$ cat config.mk
export PLATFORM = sky130hd
export DESIGN_NAME = uart_tx_arbiter
export DESIGN_NICKNAME = d
export VERILOG_FILES = /design/src/rtl/uart_tx_arbiter.sv
export SDC_FILE = /design/constraint.sdc
export NUM_CORES = 1
export LEC_CHECK = 0
export ABC_AREA = 1
export BUFFER_PORTS_ARGS = -buffer_cell sky130_fd_sc_hd__buf_2
export CELL_PAD_IN_SITES_DETAIL_PLACEMENT = 1
export CELL_PAD_IN_SITES_GLOBAL_PLACEMENT = 1
export CORE_UTILIZATION = 40
export DETAILED_ROUTE_END_ITERATION = 6
export GPL_TIMING_DRIVEN = 0
export PLACE_DENSITY_LB_ADDON = 0.1
export SETUP_SLACK_MARGIN = 0.3
export SYNTH_ARGS = -nofsm -noshare
export SYNTH_HDL_FRONTEND = slang
export SYNTH_SLANG_ARGS = --single-unit
$ cat constraint.sdc
create_clock -name clk -period 5.45 [get_ports clk]
set_input_delay 0.8175 -clock clk [delete_from_list [all_inputs] [get_ports clk]]
set_output_delay 0.8175 -clock clk [all_outputs]
set_load 0.05 [all_outputs]
$ cat src/rtl/uart_tx_arbiter.sv
// uart_tx_arbiter: shares one uart_tx between N_REQ byte-stream requesters.
// Round-robin grant with a per-packet lock, an idle timeout that revokes a
// stale lock, and a transmit byte held stable for the whole uart_tx frame.
module uart_tx_arbiter #(
  parameter int N_REQ        = 4,
  parameter int IDLE_TIMEOUT = 65535,
  localparam int OWN_W       = $clog2(N_REQ)
) (
  input  logic                 clk,
  input  logic                 reset,
  input  logic [N_REQ-1:0]     i_req_valid,
  input  logic [N_REQ*8-1:0]   i_req_data,
  input  logic [N_REQ-1:0]     i_req_last,
  output logic [N_REQ-1:0]     o_req_ready,
  output logic                 o_tx_valid,
  output logic [7:0]           o_tx_data,
  input  logic                 i_tx_ready,
  output logic [OWN_W-1:0]     o_owner,
  output logic                 o_locked,
  output logic                 o_busy,
  output logic                 o_timeout
);

  // Count value at which an idle lock is revoked.
  localparam logic [15:0] IDLE_LIMIT = 16'(IDLE_TIMEOUT - 1);

  typedef enum logic [1:0] {
    ST_ARB       = 2'd0,
    ST_ISSUE     = 2'd1,
    ST_WAIT_BUSY = 2'd2,
    ST_WAIT_DONE = 2'd3
  } state_t;

  state_t            r_state;
  state_t            w_state_nxt;
  logic [7:0]        r_tx_data;
  logic [OWN_W-1:0]  r_owner;
  logic [OWN_W-1:0]  r_next;
  logic              r_locked;
  logic              r_timeout;
  logic [15:0]       r_idle_cnt;

  logic              w_grant_vld;
  logic [OWN_W-1:0]  w_grant_idx;
  logic [7:0]        w_grant_data;
  logic              w_grant_last;
  logic [OWN_W-1:0]  w_cand;
  logic              w_owner_vld;
  logic              w_idle_tick;

  // Requester index base+off, wrapped modulo N_REQ (works for non power-of-two N_REQ).
  function automatic logic [OWN_W-1:0] f_wrap(input logic [OWN_W-1:0] base, input int off);
    int s;
    s = int'(base) + off;
    if (s >= N_REQ) s = s - N_REQ;
    return OWN_W'(s);
  endfunction

  assign w_owner_vld = i_req_valid[r_owner];
  // The owner is idle while parked in ARB under lock: this is what the timeout measures.
  assign w_idle_tick = (r_state == ST_ARB) && r_locked && !w_owner_vld;

  // Grant search: only the owner while locked, else first valid requester from r_next onwards.
  always_comb begin
    w_grant_vld  = 1'b0;
    w_grant_idx  = '0;
    w_grant_data = '0;
    w_grant_last = 1'b0;
    w_cand       = '0;
    if ((r_state == ST_ARB) && i_tx_ready && !reset) begin
      for (int i = 0; i < N_REQ; i++) begin
        w_cand = f_wrap(r_next, i);
        if (!w_grant_vld && i_req_valid[w_cand] && (!r_locked || (w_cand == r_owner))) begin
          w_grant_vld  = 1'b1;
          w_grant_idx  = w_cand;
          w_grant_data = i_req_data[{w_cand, 3'b000} +: 8];
          w_grant_last = i_req_last[w_cand];
        end
      end
    end
  end

  // One-hot ready toward the requesters, only for the granted index.
  always_comb begin
    o_req_ready = '0;
    if (w_grant_vld) o_req_ready[w_grant_idx] = 1'b1;
  end

  // Next-state logic: one ISSUE pulse, then follow uart_tx ready low and back high.
  always_comb begin
    w_state_nxt = r_state;
    unique case (r_state)
      ST_ARB:       if (w_grant_vld) w_state_nxt = ST_ISSUE;
      ST_ISSUE:     w_state_nxt = ST_WAIT_BUSY;
      ST_WAIT_BUSY: if (!i_tx_ready) w_state_nxt = ST_WAIT_DONE;
      ST_WAIT_DONE: if (i_tx_ready) w_state_nxt = ST_ARB;
      default:      w_state_nxt = ST_ARB;
    endcase
  end

  // State register.
  always_ff @(posedge clk) begin
    if (reset) r_state <= ST_ARB;
    else       r_state <= w_state_nxt;
  end

  // Owner, round-robin pointer, packet lock and idle timeout; a grant always beats a timeout.
  always_ff @(posedge clk) begin
    if (reset) begin
      r_owner    <= '0;
      r_next     <= '0;
      r_locked   <= 1'b0;
      r_timeout  <= 1'b0;
      r_idle_cnt <= '0;
    end else begin
      r_timeout <= 1'b0;
      if (w_grant_vld) begin
        r_owner    <= w_grant_idx;
        r_next     <= f_wrap(w_grant_idx, 1);
        r_locked   <= !w_grant_last;
        r_idle_cnt <= '0;
      end else if (!r_locked) begin
        r_idle_cnt <= '0;
      end else if (w_idle_tick) begin
        if (r_idle_cnt == IDLE_LIMIT) begin
          r_locked   <= 1'b0;
          r_idle_cnt <= '0;
          r_timeout  <= 1'b1;
        end else begin
          r_idle_cnt <= r_idle_cnt + 16'd1;
        end
      end
    end
  end

  // Transmit byte: captured only on grant, so it stays put while uart_tx shifts it out.
  always_ff @(posedge clk) begin
    if (reset)            r_tx_data <= 8'h00;
    else if (w_grant_vld) r_tx_data <= w_grant_data;
  end

  assign o_tx_valid = (r_state == ST_ISSUE);
  assign o_tx_data  = r_tx_data;
  assign o_owner    = r_owner;
  assign o_locked   = r_locked;
  assign o_busy     = (r_state != ST_ARB);
  assign o_timeout  = r_timeout;

endmodule

Word-level counts from Yosys, hierarchy flattened
Index checks and enable logic that the tools add are counted.
- bits in registers: 32
- bits of input ports: 43
- mux-type cells: 63
- bitwise logic cells: 2
- $add $sub $neg: 10
- eq/ne operators: 11
- shift-type cells: 4
- reductions and logical operators: 28
- order comparisons: 12
- operators by type and width (kind ; number):
    variable part select 32 x 6 -> 8 bit ; 4
    two-way mux 8 bit ; 5
    two-way mux 2 bit ; 17
    two-way mux 1 bit ; 28
    binary-select mux 1 bit (select 2 bit) ; 9
    < comparator 2 x 3 -> 1 bit, second input constant ; 6
    adder 16 x 1 -> 16 bit, second input constant ; 1
    equality test 16 bit, second input constant ; 1
    two-way mux 16 bit ; 1
    >= comparator 3 bit, second input constant ; 4
    logical AND 1 bit ; 12
    subtractor 2 x 1 -> 2 bit, second input constant ; 5
    equality test 2 bit ; 4
    one-hot mux 2 bit (4 select lines) ; 1
    logical NOT 1 bit ; 7
    adder 2 x 1 -> 3 bit, second input constant ; 2
    adder 2 x 2 -> 3 bit, second input constant ; 2
    != test 2 bit, second input constant ; 3
    equality test 2 bit, second input constant ; 2
    logical OR 1 bit ; 4
    two-way mux 4 bit ; 1
    OR reduction 4 bit ; 1
    >= comparator 2 x 3 -> 1 bit, second input constant ; 1
    AND reduction 3 bit ; 1
    other kinds (7) ; 8

Longest topological paths before layout
- depth in word-level cells: 29
- mapped depth: 18
- mapped depth without buffers: 17

Least setup slack after synthesis
No wires, ideal clock.
- path kind: reg2out
- start: register r_owner[1], in the netlist o_owner[1]
- end: output o_req_ready[2]
- stages on the path, launching flop included: 18
- data arrival time: 2688 ps
- slack: 1945 ps
- required time: 4633 ps
- cells stage by stage: dfxtp_1 -> inv_1 -> nand2_1 -> nand2_1 -> nand2_1 -> nand2_1 -> nand2_4 -> inv_2 -> nor2_1 -> nand2_1 -> inv_2 -> nand2_1 -> nand3_1 -> nand2_1 -> inv_1 -> ha_1 -> inv_1 -> nor2_1
- cells in the longest elaborated chain, start to end: 25
- elaborated cells between the ends (all ways): 37
- those cells by class: order compare: 2; eq/ne: 4; mux: 16; reduce/logical: 15
- ends and longest elaborated chain (item ; RTL line ; text):
    from (decl) ; 37 ; logic [OWN_W-1:0] r_owner;
    from (signal assigned) ; 118 ; r_owner <= w_grant_idx;
    equality test 2 bit ; 73 ; if (!w_grant_vld && i_req_valid[w_cand] && (!r_locked || (w_cand == r_owner))) begin
    logical OR 1 bit ; 73 ;
    logical AND 1 bit ; 73 ;
    two-way mux 1 bit ; 73 ;
    two-way mux 1 bit ; 70 ; if ((r_state == ST_ARB) && i_tx_ready && !reset) begin
    logical NOT 1 bit ; 73 ;
    logical AND 1 bit (2 in a row) ; 73 ;
    two-way mux 1 bit ; 73 ;
    [... 9 more ...] ; n/a ;
    two-way mux 2 bit (*) ; 73 ;
    two-way mux 2 bit (*) ; 70 ;
    named net w_grant_idx[1] ; 44 ; logic [OWN_W-1:0] w_grant_idx;
    < comparator 2 x 3 -> 1 bit (not written as such) or >= comparator 2 x 1 -> 1 bit (tied branches) ; 86 ; if (w_grant_vld) o_req_ready[w_grant_idx] = 1'b1;
    logical AND 1 bit (not written as such) ; 86 ;
    two-way mux 1 bit (not written as such) ; 86 ;
    demux 1 bit (select 2 bit) (*) ; 86 ;
    two-way mux 4 bit (*) ; 86 ;
    to (decl) ; 14 ; output logic [N_REQ-1:0] o_req_ready,
The timed path passes the listed nets; every way through them passes the cells marked *. The select of a mux whose other input is x is not followed.

Final worst setup path
- start: register r_next[0]
- end: output o_req_ready[3]
- cells in the longest elaborated chain, start to end: 28
- elaborated cells between the ends (all ways): 64
- those cells by class: add/sub: 7; order compare: 6; eq/ne: 4; mux: 32; reduce/logical: 15
- ends and longest elaborated chain (item ; RTL line ; text):
    from (decl) ; 38 ; logic [OWN_W-1:0] r_next;
    from (signal assigned) ; 119 ; r_next <= f_wrap(w_grant_idx, 1);
    >= comparator 2 x 3 -> 1 bit or subtractor 2 x 1 -> 2 bit (tied branches) ; 55 ; if (s >= N_REQ) s = s - N_REQ;
    two-way mux 2 bit ; 55 ;
    two-way mux 2 bit ; 70 ;
    binary-select mux 1 bit (select 2 bit) or equality test 2 bit (tied branches) ; 73 ;
    two-way mux 1 bit (not written as such) or logical OR 1 bit (tied branches) ; 73 ;
    logical AND 1 bit ; 73 ;
    two-way mux 1 bit ; 73 ;
    two-way mux 1 bit ; 70 ;
    [... 13 more ...] ; n/a ;
    two-way mux 2 bit (*) ; 73 ;
    two-way mux 2 bit (*) ; 70 ;
    named net w_grant_idx[1] ; 44 ;
    < comparator 2 x 3 -> 1 bit (not written as such) or >= comparator 2 x 1 -> 1 bit (tied branches) ; 86 ;
    logical AND 1 bit (not written as such) ; 86 ;
    two-way mux 1 bit (not written as such) ; 86 ;
    demux 1 bit (select 2 bit) (*) ; 86 ;
    two-way mux 4 bit (*) ; 86 ;
Marks and branches as above.

==> results by stage <==
Outcome:
- The flow ran to the end, but the final reports show violations.
- The final reports fail on design-rule violations.

Flow run:
- The reported max-cap violation count is 0.

Power and ir drop:
- For this design the ratio of total power to cell area is between 300 and 400 nW/µm².
- Summed over all cells, the static leakage comes to 1.70 nW.
- The switching share of power is between 50 and 60%.
- VDD sags by at most between 0.0003 and 0.0004 V.
- Internal power comes to ~0.00063 W.
- The net switching component of the power is roughly 0.00079 W.
- The sequential share of power is between 20% and 30%.
- The clock group share of total power is about 12%.
- The power after layout is 0.00141 W.
- The fraction of power consumed by combinational cells is 65.7%.

Routing:
- The post-route antenna net violation count is 0.
- Summing over every cut layer, the via total after detailed routing is 3703.
- The initial detailed-routing violation count is roughly 160.
- The routed length on met1 is 4.83 mm.
- The detailed router used layers up to and including met4.
- Using the TritonRoute via totals, the vias-per-cell ratio works out to between 5 and 6.
- The length of routed met2 wiring is 4.95 mm.
- After detailed routing, the average wire length per cell comes to 14.4 µm.
- Summed over all layers, the routed wires come to roughly 10 mm.
- Detailed routing placed a total of 432 µm of wire on met3.
- The DRC violations left is 2.
- Before antenna repair, the detailed router went through 6 iterations.

Setup path:
- The category of the most critical setup path is reg -> out.
- STA puts the critical path data arrival time at 2760 ps.
- The endpoint kind of the worst setup timing path is an output port.
- The worst-case register-to-register setup slack is around 3000 ps.
- Along the worst path, the maximum fanout reaches 10.
- The required time reported for the critical path endpoint is approximately 4600 ps.
- STA classifies the critical path startpoint as a flop.

Synthesis:
- After Yosys synthesis, and, or, nand and nor cells account for between 40% and 50% of the synthesized area.
- The share of the synthesized area in the top cell type is between 20% and 30%.
- The mean instance size in the synthesized netlist is about 5.6 µm².
- The cell area after synthesis is 3060 µm².
- The synthesized netlist devotes between 10% and 20% of its cell area to compound gates.
- The net count of the mapped netlist is 602.
- The biggest area contributor in the post-synthesis netlist is sky130_fd_sc_hd__dfxtp_1.
- Yosys attributes the largest share of cell area to sky130_fd_sc_hd__dfxtp_1 21%, sky130_fd_sc_hd__nand2_1 20%, sky130_fd_sc_hd__o21ai_0 12%.
- The number of distinct library cells after synthesis is 31.
- The proportion of synthesized area in mux cells is less than 1%.
- The count of yosys warnings during synthesis is 0.
- The share of synthesized cell area in full adder, half adder and majority cells is ~4.5%.
- By area, the combinational part of the netlist is dominated by simple AND/OR/NAND/NOR gates.
- The synthesized design contains 32 register bits.
- The sequential share of the synthesized area is between 20% and 30%.
- The post-synthesis instance total is about 550.
- The parity-gate share of the synthesized area counting xor and xnor cells is roughly 3.1%.

CTS:
- Once the clock tree was built, the setup fixing pass inserted 0 buffers.
- The H-tree level count is 2.
- The clock buffer count from CTS is 5.
- The clock net in this run drives a total of 32 sinks.
- The clock-pin slew on the worst setup and hold paths is about 70 ps.
- The later-pin clock latency in the skew report is 280 ps.
- In this run, post-CTS hold repair placed 0 buffers.
- No sink is reached through more buffers than the 2 on the longest clock path.
- Clock tree synthesis selected as its root buffer the cell sky130_fd_sc_hd__clkbuf_8.
- The CTS tree is yes.
- After clock tree synthesis, the repair step resized 0 gates.

Min path:
- The tightest min-delay check is of the reg -> reg type.

Timing:
- The final-layout setup total negative slack is 0 ps.
- In the finished design, the share of the clock period the worst path needs comes to 65.6%.
- The final setup skew is between 9 and 10 ps.
- Setup repair after global routing left no endpoint under its margin.
- The maximum achievable frequency is between 0.2 and 0.3 GHz.
- The final number of hold-violating endpoints is 0.
- On the final layout, the worst hold slack is 469 ps.
- Setup violations remaining at the end of the flow were counted as 0.
- The worst pin sits at a relative slew slack of around 65%.
- For the pin with the worst max-slew slack, the measured transition is approximately 520 ps.
- The time the worst path needs with I/O delays and setup is approximately 3600 ps.
- The final-report max-slew violation count was 0.

Floorplanning:
- In this run the horizontal extent of the chip is roughly 90 µm.
- The initial core utilization is between 40% and 50%.
- 61 I/O pins were placed.
- The height of the chip is between 80 and 90 µm.
- The count of standard-cell rows is 31.
- The core region is between 7000 and 8000 µm².
- The die covers around 8000 µm².

Layout:
- The top cell types in the final layout, fill and taps aside, are 165 x sky130_fd_sc_hd__nand2_1, 78 x sky130_fd_sc_hd__nor2_1, 72 x sky130_fd_sc_hd__o21ai_0, 66 x sky130_fd_sc_hd__buf_2, 56 x sky130_fd_sc_hd__inv_1.
- The share of final-layout standard cells stronger than drive strength 1 is between 10% and 20%.
- The library cell used most frequently in the layout, excluding fill and tap cells, is sky130_fd_sc_hd__nand2_1.
- The signed area change from the synthesized netlist to the final layout is 16.4%.
- The count of nets after finishing is roughly 670.
- The fill cell total of the finished layout is around 1100.
- The number of diodes is 0.
- The design area is between 3000 and 4000 µm².

Place:
- The routability congestion estimate is 0.883.
- The wire-length estimate of the detail-placed layout is approximately 8.3 mm.
- Summing all placed instances gives a cell area of between 3000 and 4000 µm².
- The number of port buffers is 60.

Global route:
- The initial antenna violation count is 0.
- The final global-route overflow total is 0.
- Entering global routing, the biggest net connects 11 pins.
- Global routing consumed, over all layers together, ~27% of the routing resources.
- The global-route wire length before repair is around 17 mm.
- The number of global-route vias before repair was approximately 3600.
per-layer routing:
metal	GRT usage, %	vias up
li1	-	1866
met1	34.3	1744
met2	48.5	85
met3	3.79	8
met4	5.34	0
met5	0	-
synthesized netlist by cell type (all sizes together):
master and n:
xor2 10, mux2i 1, o22ai 1, clkbuf 13, a31o 1, clkinv 1
ha 11, nand2 170, buf 10, nor3 10, nand3 35, xnor2 1
dfxtp 32, nor2 79, nand3b 3, inv 64, o21ai 77, nand4 4
o21a 1, a21oi 24
per-stage QoR:
step	cells	util [%]	setup WS [ps]
final	714	48.6	1870
after global routing	714	48.6	1540
after CTS	714	48.6	1850
after detailed placement	707	47.5	1880
after global placement	707	47.5	1990
after floorplan	548	-	1940
worst max-delay path, cell delays in order (launching register included):
cell                      delay [ps]
sky130_fd_sc_hd__dfxtp_1         430
sky130_fd_sc_hd__inv_2            90
sky130_fd_sc_hd__buf_6           150
sky130_fd_sc_hd__nand2_1          80
sky130_fd_sc_hd__nand3_1          80
sky130_fd_sc_hd__nand2_1          90
sky130_fd_sc_hd__inv_2            50
sky130_fd_sc_hd__nand2_4          80
sky130_fd_sc_hd__inv_2           100
sky130_fd_sc_hd__nor2_1          100
sky130_fd_sc_hd__nand2_1         110
sky130_fd_sc_hd__inv_2           180
sky130_fd_sc_hd__nand2_1          70
sky130_fd_sc_hd__nand3_1          90
sky130_fd_sc_hd__nand2_1         130
sky130_fd_sc_hd__inv_1           100
sky130_fd_sc_hd__ha_1            140
sky130_fd_sc_hd__inv_1            40
sky130_fd_sc_hd__nor2_1           90
sky130_fd_sc_hd__buf_2           270
area by class of cell:
cell class              instances  area, µm²  share of cell area [%]
multi-input cells             428       2060                    57.8
flip-flops and latches         32        641                    18.0
repair buffers                 60        300                    8.43
inverters                      65        244                    6.85
well taps                      99        124                    3.48
plain buffers                  23        116                    3.27
clock buffers                   6       72.6                    2.04
clock inverters                 1       5.00                   0.141
sequential cells by signal, indices dropped and copies added, names as in the netlist:
signal,cells
r_next,2
r_idle_cnt,16
r_state,2
o_tx_data,8
o_owner,2
o_locked,1
o_timeout,1
cell families (layout without fill, tap and decap cells):
kind of cell / count (synthesis) / count (layout)
simple gates: 301 / 301
flops: 32 / 32
fa+ha+maj: 11 / 11
mux: 1 / 1
buf+inv: 88 / 155
xor+xnor: 11 / 11
compound gates: 104 / 104
worst paths after layout:
path,cells past startpoint,end,startpoint
worst max-delay path,19,o_req_ready[3],r_next[0]$_SDFFE_PP0P_
worst min-delay path,2,o_tx_data[2]$_SDFFE_PP0P_,o_tx_data[2]$_SDFFE_PP0P_
worst max register to register,17,r_next[1]$_SDFFE_PP0P_,r_next[0]$_SDFFE_PP0P_
worst min register to register,2,o_tx_data[2]$_SDFFE_PP0P_,o_tx_data[2]$_SDFFE_PP0P_
power by group through the flow:
stage	clock [W]	sequential (W)	combinational (W)
after detailed placement	0	0.000318	0.000927
final	0.000171	0.000313	0.000930
after global placement	0	0.000316	0.000890
after global routing	0.000184	0.000319	0.00103
after CTS	0.000174	0.000313	0.000931
after floorplan	0	0.000423	0.000574
Power figures use the tool's default switching activity.
